## src/rtl/uc_secuenciador_if.sv

```systemverilog
`default_nettype none
// ============================================================================
// uc_secuenciador_if : control-unit sequencer bus (UC_ES loop, memory, strobes)
// Revision 1.0
// ============================================================================
interface uc_secuenciador_if #(
  parameter int CNT_W = 16
);
  logic             en;
  logic             mem_ready;
  logic [1:0]       instr_op;
  logic [3:0]       next_state;
  logic [3:0]       Q;
  logic [1:0]       x;
  logic             mem_rd;
  logic             mem_wr;
  logic             ir_we;
  logic             pc_we;
  logic             alu_en;
  logic             alu_src;
  logic             reg_we;
  logic             reg_src_mem;
  logic             instr_done;
  logic             illegal;
  logic [CNT_W-1:0] instr_count;

  modport master (
    output en, mem_ready, instr_op, next_state,
    input  Q, x, mem_rd, mem_wr, ir_we, pc_we, alu_en, alu_src,
           reg_we, reg_src_mem, instr_done, illegal, instr_count
  );

  modport slave (
    input  en, mem_ready, instr_op, next_state,
    output Q, x, mem_rd, mem_wr, ir_we, pc_we, alu_en, alu_src,
           reg_we, reg_src_mem, instr_done, illegal, instr_count
  );
endinterface
`default_nettype wire

```

## src/rtl/uc_secuenciador.sv

```systemverilog
`default_nettype none
// ============================================================================
// uc_secuenciador : state register, opcode latch and Moore control decoder
// Revision 1.0
// ============================================================================
module uc_secuenciador #(
  parameter int CNT_W = 16
) (
  input  wire logic         clk,
  input  wire logic         rst,
  uc_secuenciador_if.slave  bus
);
  typedef enum logic [3:0] {
    S_FETCH    = 4'd0,
    S_DECODE   = 4'd1,
    S_ALU_RR   = 4'd2,
    S_ALU_IMM  = 4'd3,
    S_STORE    = 4'd4,
    S_LOAD     = 4'd5,
    S_WB_ALU   = 4'd6,
    S_MEM_ADDR = 4'd7,
    S_WB_LOAD  = 4'd8
  } state_t;

  state_t           state_q, state_d;
  logic [1:0]       x_q, x_d;
  logic [CNT_W-1:0] count_q, count_d;
  logic             done_q, done_d;
  logic             illegal_q, illegal_d;
  logic             wait_state, advance, retire;

  always_ff @(posedge clk or posedge rst) begin
    if (rst) begin
      state_q   <= S_FETCH;
      x_q       <= 2'b00;
      count_q   <= '0;
      done_q    <= 1'b0;
      illegal_q <= 1'b0;
    end else begin
      state_q   <= state_d;
      x_q       <= x_d;
      count_q   <= count_d;
      done_q    <= done_d;
      illegal_q <= illegal_d;
    end
  end

  always_comb begin
    wait_state = state_q inside {S_FETCH, S_LOAD, S_STORE};
    advance    = bus.en & ~(wait_state & ~bus.mem_ready);
    retire     = advance & (state_q inside {S_WB_ALU, S_WB_LOAD, S_STORE});

    state_d   = state_q;
    x_d       = x_q;
    count_d   = count_q;
    done_d    = 1'b0;
    illegal_d = illegal_q;

    if (advance) begin
      // Out-of-range next state recovers to FETCH and is remembered until reset
      if (bus.next_state > 4'd8) begin
        state_d   = S_FETCH;
        illegal_d = 1'b1;
      end else begin
        state_d = state_t'(bus.next_state);
      end
      if (state_q == S_FETCH) x_d = bus.instr_op;
    end

    if (retire) begin
      count_d = count_q + CNT_W'(1);
      done_d  = 1'b1;
    end
  end

  logic mem_rd, mem_wr, ir_we, pc_we, alu_en, alu_src, reg_we, reg_src_mem;

  always_comb begin
    mem_rd      = 1'b0;
    mem_wr      = 1'b0;
    ir_we       = 1'b0;
    pc_we       = 1'b0;
    alu_en      = 1'b0;
    alu_src     = 1'b0;
    reg_we      = 1'b0;
    reg_src_mem = 1'b0;
    case (state_q)
      S_FETCH: begin
        mem_rd = 1'b1;
        ir_we  = bus.mem_ready & bus.en;
      end
      S_DECODE:  pc_we = bus.en;
      S_ALU_RR:  alu_en = 1'b1;
      S_ALU_IMM, S_MEM_ADDR: begin
        alu_en  = 1'b1;
        alu_src = 1'b1;
      end
      S_LOAD:    mem_rd = 1'b1;
      S_STORE:   mem_wr = 1'b1;
      S_WB_ALU:  reg_we = bus.en;
      S_WB_LOAD: begin
        reg_we      = bus.en;
        reg_src_mem = 1'b1;
      end
      default: ;
    endcase
  end

  assign bus.Q           = state_q;
  assign bus.x           = x_q;
  assign bus.instr_count = count_q;
  assign bus.instr_done  = done_q;
  assign bus.illegal     = illegal_q;
  assign bus.mem_rd      = mem_rd;
  assign bus.mem_wr      = mem_wr;
  assign bus.ir_we       = ir_we;
  assign bus.pc_we       = pc_we;
  assign bus.alu_en      = alu_en;
  assign bus.alu_src     = alu_src;
  assign bus.reg_we      = reg_we;
  assign bus.reg_src_mem = reg_src_mem;
endmodule
`default_nettype wire

```

## src/flat_wrapper.sv

```systemverilog
// flat-port wrapper written by rule: the top's interface ports become plain ports
module uc_secuenciador_flat 
#(
  parameter int CNT_W = 16
)
  (clk, rst, bus_en, bus_mem_ready, bus_instr_op, bus_next_state, bus_Q, bus_x, bus_mem_rd, bus_mem_wr, bus_ir_we, bus_pc_we, bus_alu_en, bus_alu_src, bus_reg_we, bus_reg_src_mem, bus_instr_done, bus_illegal, bus_instr_count);
  uc_secuenciador_if #(.CNT_W(CNT_W)) bus_i ();
  input  wire logic clk;
  input  wire logic rst;
  input wire logic [$bits(bus_i.en)-1:0] bus_en;
  input wire logic [$bits(bus_i.mem_ready)-1:0] bus_mem_ready;
  input wire logic [$bits(bus_i.instr_op)-1:0] bus_instr_op;
  input wire logic [$bits(bus_i.next_state)-1:0] bus_next_state;
  output wire logic [$bits(bus_i.Q)-1:0] bus_Q;
  output wire logic [$bits(bus_i.x)-1:0] bus_x;
  output wire logic [$bits(bus_i.mem_rd)-1:0] bus_mem_rd;
  output wire logic [$bits(bus_i.mem_wr)-1:0] bus_mem_wr;
  output wire logic [$bits(bus_i.ir_we)-1:0] bus_ir_we;
  output wire logic [$bits(bus_i.pc_we)-1:0] bus_pc_we;
  output wire logic [$bits(bus_i.alu_en)-1:0] bus_alu_en;
  output wire logic [$bits(bus_i.alu_src)-1:0] bus_alu_src;
  output wire logic [$bits(bus_i.reg_we)-1:0] bus_reg_we;
  output wire logic [$bits(bus_i.reg_src_mem)-1:0] bus_reg_src_mem;
  output wire logic [$bits(bus_i.instr_done)-1:0] bus_instr_done;
  output wire logic [$bits(bus_i.illegal)-1:0] bus_illegal;
  output wire logic [$bits(bus_i.instr_count)-1:0] bus_instr_count;
  assign bus_i.en = bus_en;
  assign bus_i.mem_ready = bus_mem_ready;
  assign bus_i.instr_op = bus_instr_op;
  assign bus_i.next_state = bus_next_state;
  assign bus_Q = bus_i.Q;
  assign bus_x = bus_i.x;
  assign bus_mem_rd = bus_i.mem_rd;
  assign bus_mem_wr = bus_i.mem_wr;
  assign bus_ir_we = bus_i.ir_we;
  assign bus_pc_we = bus_i.pc_we;
  assign bus_alu_en = bus_i.alu_en;
  assign bus_alu_src = bus_i.alu_src;
  assign bus_reg_we = bus_i.reg_we;
  assign bus_reg_src_mem = bus_i.reg_src_mem;
  assign bus_instr_done = bus_i.instr_done;
  assign bus_illegal = bus_i.illegal;
  assign bus_instr_count = bus_i.instr_count;
  uc_secuenciador #(.CNT_W(CNT_W)) u_core (.clk(clk), .rst(rst), .bus(bus_i));
endmodule
```

## config.mk

```make
export PLATFORM = sky130hd
export DESIGN_NAME = uc_secuenciador_flat
export DESIGN_NICKNAME = d
export VERILOG_FILES = /design/src/rtl/uc_secuenciador_if.sv /design/src/rtl/uc_secuenciador.sv /design/src/flat_wrapper.sv
export SDC_FILE = /design/constraint.sdc
export NUM_CORES = 1
export LEC_CHECK = 0
export CAP_MARGIN = 10
export CORE_MARGIN = 1.5
export CORE_UTILIZATION = 29
export DETAILED_ROUTE_END_ITERATION = 8
export PLACE_DENSITY_LB_ADDON = 0.08
export SLEW_MARGIN = 20
export SYNTH_ARGS = -nofsm -noshare
export SYNTH_HDL_FRONTEND = slang
export SYNTH_SLANG_ARGS = --single-unit
```

## constraint.sdc

```tcl
create_clock -name clk -period 4.2 [get_ports clk]
set_input_delay 0.84 -clock clk [delete_from_list [all_inputs] [get_ports clk]]
set_output_delay 0.84 -clock clk [all_outputs]
set_load 0.01 [all_outputs]
```

==> impl_metrics.csv <==
group,metric,value,unit
floorplanning,start_util,31.0,%
sta,fin_skew,8.48,ps
sta,fin_ws,865,ps
sta,rsz0062_at_grt,"no",
route,drtPass1Iterations,4,
synth,synth_cell_types,28,
floorplanning,die_x,66.5,um
clock_network,tritoncts,"built",
finish,layout-drive-gt1-share,6.04,%
setup_path,cpPeakStageDelay,550,ps
global_routing,grt_pass1_wl,4270,um
synth,synth-edff-count,0,
sta,setup_viol,0,
route,drt-total-wl,2490,um
sta,max_freq,300,MHz
global_routing,grt_max_degree,25,
global_routing,track_usage,12.7,%
setup_path,worstPathArrival,2490,ps
place,finalWeightedCongestion,0.702,
synth,yosys_warnings,0,
finish,antenna_cells,0,
global_routing,grt_overflow,0,
sta,drv_slew,0,
route,antenna_left,0,
power,powerDensity,420,nW/um2
synth,yosysSeqAreaShare,51.3,%
floorplanning,dieArea,4420,um2
route,drc,0,
global_routing,grt_antenna_before_repair,0,
setup_path,path_delay_family,"buffers and inverters",
power,p_total,0.000706,W
setup_path,path_buf_inv,2,
finish,fin_util,44.6,%
setup_path,worstPathRequired,3360,ps
sta,tns,0,ps
clock_network,clockBufferDepth,2,
clock_network,cts_root_buf,"clkbuf_8",
place,hpwl,1860,um
sta,period_share,79.4,%
sta,tightest_slew,907,ps
route,via_per_inst,4.77,
global_routing,grt_pass1_vias,896,
synth,synthTopCellsByCount,"24 x dfrtp_1, 14 x xor2_1, 8 x nand2_1, 6 x nor2_1, 6 x nor3_1",
route,avgRoutedWirePerCell,12.7,um
sta,hold_slack,477,ps
clock_network,numCtsBuffers,3,
floorplanning,rows,22,
synth,synth_seq_cells,24,
finish,nets,161,
synth,syn_inst,107,
synth,post-synth-top-count-cell,"dfrtp_1",
setup_path,critPathLaunchType,"input pin",
power,power_leakage,0.768,nW
setup_path,cpMostUsedCell,"clkdlybuf4s50_1",
power,peakVddDrop,0.115,mV
finish,area_growth_syn_to_layout,43.7,%
setup_path,cp_max_fo,5,
synth,avgSynthCellArea,10.9,um2
setup_path,worstSetupEndpointType,"primary output",
clock_network,ctsResizeCount,0,
synth,synth_area_leader_cell,"dfrtp_1",
clock_network,postCtsSetupBuffers,0,
place,io_buffer_count,41,
synth,syn_nets,118,
sta,maxSlewHeadroom,39.4,%
run_status,outcome,"completed",
clock_network,insertion_delay,270,ps
floorplanning,die_h,66.5,um
synth,synth.top_cell.area_share,51.3,%
flow_run,maxCapViolations,0,
synth,synth_ff_type,"dfrtp_1",
setup_path,critPathKind,"in2out",
floorplanning,core_area,3770,um2
floorplanning,pin_count,42,
place,pre_cts_slack,873,ps
clock_network,cts_hold_buf,0,
route,dr.first_iter.drc_count,48,
synth,syn_area,1170,um2
synth,yosys-top-cells-area,"dfrtp_1 51%, xor2_1 10%, mux2_2 3.9%",
sta,hold_violations,0,
setup_path,crit_path_cell_trace,"clkdlybuf4s50_1 > nor2b_1 > and3_1 > clkdlybuf4s50_1",
clock_network,clkTransAtPathRegs,80,ps
route,vias,940,
setup_path,ff2ff_setup_slack,2330,ps
worst_hold_path,hp-class,"reg2reg",
clock_network,cts.sinks,24,
synth,synthArstFlopShare,100,%
setup_path,slowest_stage,"clkdlybuf4s50_1",
sta,fin_crit,3330,ps
clock_network,htreeDepth,1,
## state kept, by name, summed over array words and instances (netlist names)
register and count:
u_core.bus.x 2, u_core.bus.illegal 1, u_core.bus.instr_count 16, u_core.bus.Q 4
u_core.bus.instr_done 1
## power by group
group          internal (W)  switching (W)
registers          0.000265      0.0000366
logic              0.000119      0.0000844
clock network      0.000127      0.0000746
total              0.000511       0.000196
## worst min-delay path, cell delays in order (launching register included)
cell and delay, ps:
dfrtp_1 350, inv_1 40, o31ai_1 50
## cells in the final DEF (no fill, tap or decap), types with 2 or more instances in the layout
master	count
nand3_1	3
clkbuf_8	3
nand4_1	2
nor2b_1	2
and4_1	2
nand3b_1	2
nor3b_1	4
nand2_1	8
mux2_2	4
mux2i_1	2
dfrtp_1	24
inv_1	5
nor4_1	3
xor2_1	14
nor4b_1	4
and3_1	3
o21ai_0	2
nor2_1	6
clkdlybuf4s50_1	41
nor3_1	6
## final timing paths
check,start,to,cells past startpoint
min reg2reg,u_core.bus.illegal$_DFFE_PP0P_,u_core.bus.illegal$_DFFE_PP0P_,2
min,u_core.bus.illegal$_DFFE_PP0P_,u_core.bus.illegal$_DFFE_PP0P_,2
max,bus_en,bus_ir_we,4
min in group asynchronous,rst,u_core.bus.Q[2]$_DFFE_PP0P_,2
max in group asynchronous,rst,u_core.bus.Q[3]$_DFFE_PP0P_,2
max reg2reg,u_core.bus.Q[3]$_DFFE_PP0P_,u_core.bus.instr_count[1]$_DFFE_PP0P_,4
## per-stage QoR
step           cell area [um2]  instances
3_3_place_gp              1610        193
4_1_cts                   1680        197
3_5_place_dp              1610        193
6_report                  1680        197
5_1_grt                   1680        197
2_1_floorplan             1170        107
## cell families after synthesis
family,synth area share [%]
DFF,51.3
adders and majority gates,1.07
muxes,5.56
AOI/OAI and AO/OA,3.21
buffers and inverters,4.17
and+or+nand+nor,23.4
xor gates and xnor gates,11.2
## layout make-up
cell class / instances / area (um2)
Timing Repair Buffer: 41 / 410
Sequential cell: 24 / 601
Fill cell: 365 / 2090
Multi-Input combinational cell: 75 / 520
Inverter: 5 / 18.8
Clock inverter: 1 / 30.0
Tap cell: 48 / 60.1
Clock buffer: 3 / 41.3
## metal layers
metal  vias up  track usage, %  share of wire (%)
met3         5            2.20                5.9
met1       447            17.0                 46
met4         0            6.12                1.9
met2        30            19.8                 46
met5         -               0                  0
li1        458               -                  -
Power figures use the tool's default switching activity.
